[src/rtl/cpu_ctrl_pkg.sv]
// Shared encodings for the CPU control FSM: states, opcodes, instruction classes.
package cpu_ctrl_pkg;

   localparam logic [2:0] S_WAIT   = 3'd0;
   localparam logic [2:0] S_DECODE = 3'd1;
   localparam logic [2:0] S_WR_IMM = 3'd2;
   localparam logic [2:0] S_GET_A  = 3'd3;
   localparam logic [2:0] S_GET_B  = 3'd4;
   localparam logic [2:0] S_ALU    = 3'd5;
   localparam logic [2:0] S_WR_REG = 3'd6;

   typedef enum logic [2:0] {
      ST_WAIT   = S_WAIT,
      ST_DECODE = S_DECODE,
      ST_WR_IMM = S_WR_IMM,
      ST_GET_A  = S_GET_A,
      ST_GET_B  = S_GET_B,
      ST_ALU    = S_ALU,
      ST_WR_REG = S_WR_REG
   } state_e;

   localparam logic [2:0] OPC_MOV  = 3'b110;
   localparam logic [2:0] OPC_ALU  = 3'b101;

   localparam logic [1:0] OP_MOVI  = 2'b10;
   localparam logic [1:0] OP_MOVR  = 2'b00;
   localparam logic [1:0] OP_ADD   = 2'b00;
   localparam logic [1:0] OP_CMP   = 2'b01;
   localparam logic [1:0] OP_AND   = 2'b10;
   localparam logic [1:0] OP_MVN   = 2'b11;

   localparam logic [1:0] VSEL_C   = 2'b00;
   localparam logic [1:0] VSEL_IMM = 2'b10;

   // Instruction class: what path the FSM takes after DECODE.
   typedef enum logic [2:0] {
      CLS_ILL  = 3'd0,   // unsupported encoding, back to WAIT
      CLS_MOVI = 3'd1,   // MOV Rn,#imm8
      CLS_MOVR = 3'd2,   // MOV Rd,Rm{,sh}
      CLS_AB   = 3'd3,   // ADD / AND: two operands, write-back
      CLS_CMP  = 3'd4,   // two operands, status only
      CLS_MVN  = 3'd5    // one operand, write-back
   } cls_e;

endpackage

[src/rtl/cpu_ctrl_instr_decoder.sv]
// Combinational IR decode: register fields, sign-extended immediates, class.
module instr_decoder
   import cpu_ctrl_pkg::*;
#(
   parameter int DW = 16,
   parameter int RW = 3
) (
   input  logic [DW-1:0] ir_i,
   output logic [1:0]    op_o,
   output logic [RW-1:0] rn_o,
   output logic [RW-1:0] rd_o,
   output logic [1:0]    sh_o,
   output logic [RW-1:0] rm_o,
   output logic [DW-1:0] sximm8_o,
   output logic [DW-1:0] sximm5_o,
   output cls_e          cls_o
);

   logic [2:0] opcode;

   assign opcode   = ir_i[15:13];
   assign op_o     = ir_i[12:11];
   assign rn_o     = ir_i[10:8];
   assign rd_o     = ir_i[7:5];
   assign sh_o     = ir_i[4:3];
   assign rm_o     = ir_i[2:0];
   assign sximm8_o = {{(DW-8){ir_i[7]}}, ir_i[7:0]};
   assign sximm5_o = {{(DW-5){ir_i[4]}}, ir_i[4:0]};

   // Map opcode/op to the instruction class the FSM branches on.
   always_comb begin
      cls_o = CLS_ILL;
      if (opcode == OPC_MOV) begin
         if (op_o == OP_MOVI)      cls_o = CLS_MOVI;
         else if (op_o == OP_MOVR) cls_o = CLS_MOVR;
      end else if (opcode == OPC_ALU) begin
         case (op_o)
            OP_ADD:  cls_o = CLS_AB;
            OP_CMP:  cls_o = CLS_CMP;
            OP_AND:  cls_o = CLS_AB;
            default: cls_o = CLS_MVN;
         endcase
      end
   end

endmodule

[src/rtl/cpu_ctrl_fsm.sv]
// Control FSM plus instruction register; drives register file and latch controls.
module cpu_ctrl_fsm
   import cpu_ctrl_pkg::*;
#(
   parameter int DW = 16,
   parameter int RW = 3
) (
   input  logic          clk,
   input  logic          rst_n,
   input  logic          s,
   input  logic          load,
   input  logic [DW-1:0] in,
   output logic          w,
   output logic [RW-1:0] readnum,
   output logic [RW-1:0] writenum,
   output logic          write,
   output logic          loada,
   output logic          loadb,
   output logic          loadc,
   output logic          loads,
   output logic          asel,
   output logic          bsel,
   output logic [1:0]    vsel,
   output logic [1:0]    shift,
   output logic [1:0]    aluop,
   output logic [DW-1:0] sximm8,
   output logic [DW-1:0] sximm5
);

   state_e        state_q, state_d;
   logic [DW-1:0] ir_q, ir_d;

   logic [1:0]    op;
   logic [RW-1:0] rn, rd, rm;
   logic [1:0]    sh;
   cls_e          cls;

   instr_decoder #(.DW(DW), .RW(RW)) u_dec (
      .ir_i     (ir_q),
      .op_o     (op),
      .rn_o     (rn),
      .rd_o     (rd),
      .sh_o     (sh),
      .rm_o     (rm),
      .sximm8_o (sximm8),
      .sximm5_o (sximm5),
      .cls_o    (cls)
   );

   // IR only accepts a new word while idle; the same-cycle load+s case
   // works because DECODE sees the freshly loaded IR.
   always_comb begin
      ir_d = ir_q;
      if (load && state_q == ST_WAIT) ir_d = in;
   end

   // State and IR registers; reset aborts any instruction in flight.
   always_ff @(posedge clk or negedge rst_n) begin
      if (!rst_n) begin
         state_q <= ST_WAIT;
         ir_q    <= '0;
      end else begin
         state_q <= state_d;
         ir_q    <= ir_d;
      end
   end

   // Next-state sequencing per instruction class.
   always_comb begin
      state_d = state_q;
      case (state_q)
         ST_WAIT:   if (s) state_d = ST_DECODE;
         ST_DECODE: begin
            case (cls)
               CLS_MOVI:         state_d = ST_WR_IMM;
               CLS_AB, CLS_CMP:  state_d = ST_GET_A;
               CLS_MOVR, CLS_MVN: state_d = ST_GET_B;
               default:          state_d = ST_WAIT;
            endcase
         end
         ST_GET_A:  state_d = ST_GET_B;
         ST_GET_B:  state_d = ST_ALU;
         ST_ALU:    state_d = (cls == CLS_CMP) ? ST_WAIT : ST_WR_REG;
         ST_WR_IMM: state_d = ST_WAIT;
         ST_WR_REG: state_d = ST_WAIT;
         default:   state_d = ST_WAIT;
      endcase
   end

   // Moore outputs from state and IR fields; everything idle by default.
   always_comb begin
      w        = 1'b0;
      readnum  = '0;
      writenum = '0;
      write    = 1'b0;
      loada    = 1'b0;
      loadb    = 1'b0;
      loadc    = 1'b0;
      loads    = 1'b0;
      asel     = 1'b0;
      bsel     = 1'b0;
      vsel     = VSEL_C;
      shift    = 2'b00;
      aluop    = 2'b00;
      case (state_q)
         ST_WAIT:  w = 1'b1;
         ST_GET_A: begin
            readnum = rn;
            loada   = 1'b1;
         end
         ST_GET_B: begin
            readnum = rm;
            loadb   = 1'b1;
         end
         ST_ALU: begin
            shift = sh;
            aluop = (cls == CLS_MOVR) ? 2'b00 : op;
            asel  = (cls == CLS_MOVR);
            loads = (cls == CLS_CMP);
            loadc = (cls != CLS_CMP);
         end
         ST_WR_REG: begin
            writenum = rd;
            vsel     = VSEL_C;
            write    = 1'b1;
         end
         ST_WR_IMM: begin
            writenum = rn;
            vsel     = VSEL_IMM;
            write    = 1'b1;
         end
         default: ;
      endcase
   end

endmodule

[config.mk]
export PLATFORM = sky130hd
export DESIGN_NAME = cpu_ctrl_fsm
export DESIGN_NICKNAME = d
export VERILOG_FILES = /design/src/rtl/cpu_ctrl_pkg.sv /design/src/rtl/cpu_ctrl_instr_decoder.sv /design/src/rtl/cpu_ctrl_fsm.sv
export SDC_FILE = /design/constraint.sdc
export NUM_CORES = 1
export LEC_CHECK = 0
export CAP_MARGIN = 0
export CORE_AREA = 8 8 70 72
export CTS_CLUSTER_DIAMETER = 60
export DETAILED_ROUTE_END_ITERATION = 7
export DIE_AREA = 0 0 78 80
export HOLD_SLACK_MARGIN = 0.12
export MAX_ROUTING_LAYER = met4
export PLACE_DENSITY_LB_ADDON = 0.12
export SYNTH_ARGS = -nofsm -noshare
export SYNTH_HDL_FRONTEND = slang
export SYNTH_HIERARCHICAL = 1
export SYNTH_SLANG_ARGS = --single-unit
[constraint.sdc]
create_clock -name clk -period 2.7 [get_ports clk]
set_clock_uncertainty 0.2 [all_clocks]
set_input_delay 0.54 -clock clk [delete_from_list [all_inputs] [get_ports clk]]
set_output_delay 0.54 -clock clk [all_outputs]
set_load 0.05 [all_outputs]
==> results.yml <==
grt:
  grt_pass1_wl_mm: 5.55
  grt_pass1_vias: 1073
  grt_usage: 0.115
  grt_max_degree: 20
  overflow: 0
  antenna_found_initial: 0
timing:
  slew_headroom: 0.653
  hold_violations: 0
  worst_pin_slew_ps: 519
  timing.final.crit_share: 0.976
  setup_viol: 0
  slew_violations: 0
  fin_crit_ps: 2640
  finalSetupTns_ps: 0
  layout_setup_ws_ps: 64.8
  fmax_ghz: 0.379
cells_and_area:
  layout_common_cells: "clkdlybuf4s50_1, dfrtp_1, buf_4, mux2_4, buf_12"
  final_common_cell: "clkdlybuf4s50_1"
  antenna_cells: 0
  fin_nets: 191
  area_growth_pct: 36.6
  drive_gt1_frac: 0.306
detailed_routing:
  post_drt_wl_per_cell_um: 16.1
  drtAntennaViolNets: 0
  viasPerCell: 4.49
  drc: 0
  num_vias: 987
  drt-total-wl_mm: 3.53
  drtIter0Drc: 40
  drtPass1Iterations: 4
floorplanning:
  dieHeight_um: 80
  coreArea_um2: 3860
  dieArea_um2: 6240
  start_util: 0.376
  pin_count: 72
  rows: 23
  fp.dieW_um: 78
setup_path:
  critPathBufInv: 1
  start_kind: "flip-flop"
  critPathMaxFanout: 6
  path_cells: "and3b_1, o31a_1, or3b_4, nor2_4, buf_12"
  r2r_end: "state_q[0]"
  worstPathArrival_ps: 1900
  critPathTopFamily: "simple AND/OR/NAND/NOR gates"
  rrSetupSlack_ps: 660
  path_class: "flip-flop to primary output"
  critical_path_cell_count: 5
  crit_path_top_delay_cell: "dfrtp_1"
  timing.rr.start: "ir_q[13]"
  required_ps: 1960
  critPathCaptureType: "primary output"
  rr_worst_depth: 5
  max_stage_delay_ps: 420
synth:
  syn_area_um2: 1450
  async_reset_ff_frac: 1.00
  synth_cell_types: 36
  ys_warn_count: 6
  ys_seq_area_frac: 0.328
  syn-instance-count: 141
  yosys_register_bits: 19
  syn_avg_cell_area_um2: 10.3
  synth_flop_cell: "dfrtp_1"
  synth-edff-count: 0
hold_path:
  min_path_type: "flip-flop to flip-flop"
  hold_end: "ir_q[6]"
  min_path_cells: 1
  min_from: "ir_q[6]"
placed_design:
  portBuffers: 69
  gp_congestion: 0.765
  pre_cts_slack_ps: 229
  dpl.hpwl_mm: 2.71
clock_network:
  holdBufCountCts: 0
  cts_tree: "yes"
  path_clk_slew_ps: 80
  cts_buffer_depth: 2
  clock_latency_ps: 260
  cts_buffers: 3
  cts_num_sinks: 19
  cts_root_buf: "clkbuf_8"
  htree_levels: 1
flow_run:
  max-cap-violations: 0
outcome:
  status: "complete, no violations"
-- layer usage --
metal	GRT usage	wire length (um)
met5	-	0
met4	0.0537	57
met3	0.0248	160
met2	0.201	1830
met1	0.122	1480
-- what timing repair did --
| item | 4_1_cts | 5_1_grt |
|---|---|---|
| setup buffers | 2 | 2 |
| resized for setup | 1 | 3 |
| endpoints found under the setup margin | 1 | 2 |
| pin swaps | 1 | 1 |
-- through the flow --
step	cells	hold WS (ps)	util	cell area, um^2
floorplan	142	44.4	-	1460
global placement	212	321	0.491	1890
detailed placement	212	326	0.491	1890
CTS	218	343	0.507	1960
global route	220	355	0.514	1980
finish	220	335	0.514	1980
-- flip-flops by register name, summed over array words and instances, names as in the netlist --
register / count
ir_q: 16
state_q: 3
-- cells by family after synthesis --
family,after synthesis,share of synthesized area
flops,19,0.328
simple gates,38,0.154
mux,20,0.178
buf+inv,52,0.279
other cells,1,0.00258
compound gates,11,0.0586
-- synth_stat cells, drive strengths merged, types with 2 or more instances --
cell type	count	share of area
a21oi	2	0.0095
a22o	3	0.018
and2	2	0.010
and3	4	0.017
buf	49	0.26
clkbuf	2	0.012
dfrtp	19	0.33
mux2	16	0.15
mux2i	4	0.028
nand2	5	0.013
nand2b	3	0.013
nor2	10	0.026
nor2b	2	0.0086
nor3	3	0.014
nor3b	2	0.010
or3b	2	0.012
-- how the worst max path moves through the flow --
stage	from	endpoint	slack, ps
global route	ir_q[13]	loadc	-40
global placement	ir_q[13]	loads	280
finish	ir_q[13]	loads	60
detailed placement	ir_q[13]	loads	230
floorplan	ir_q[13]	loads	5
CTS	ir_q[13]	loadc	30
-- cell type report --
class                           count  area [um^2]
Sequential cell                    19          475
Tap cell                           50         62.6
Fill cell                         371         1870
Timing Repair Buffer               75          803
Clock buffer                        4         45.0
Multi-Input combinational cell     71          592
Inverter                            1         3.75
Power is not shown: default switching activity piles up to over one toggle a cycle in this logic, so the estimate is an artifact.
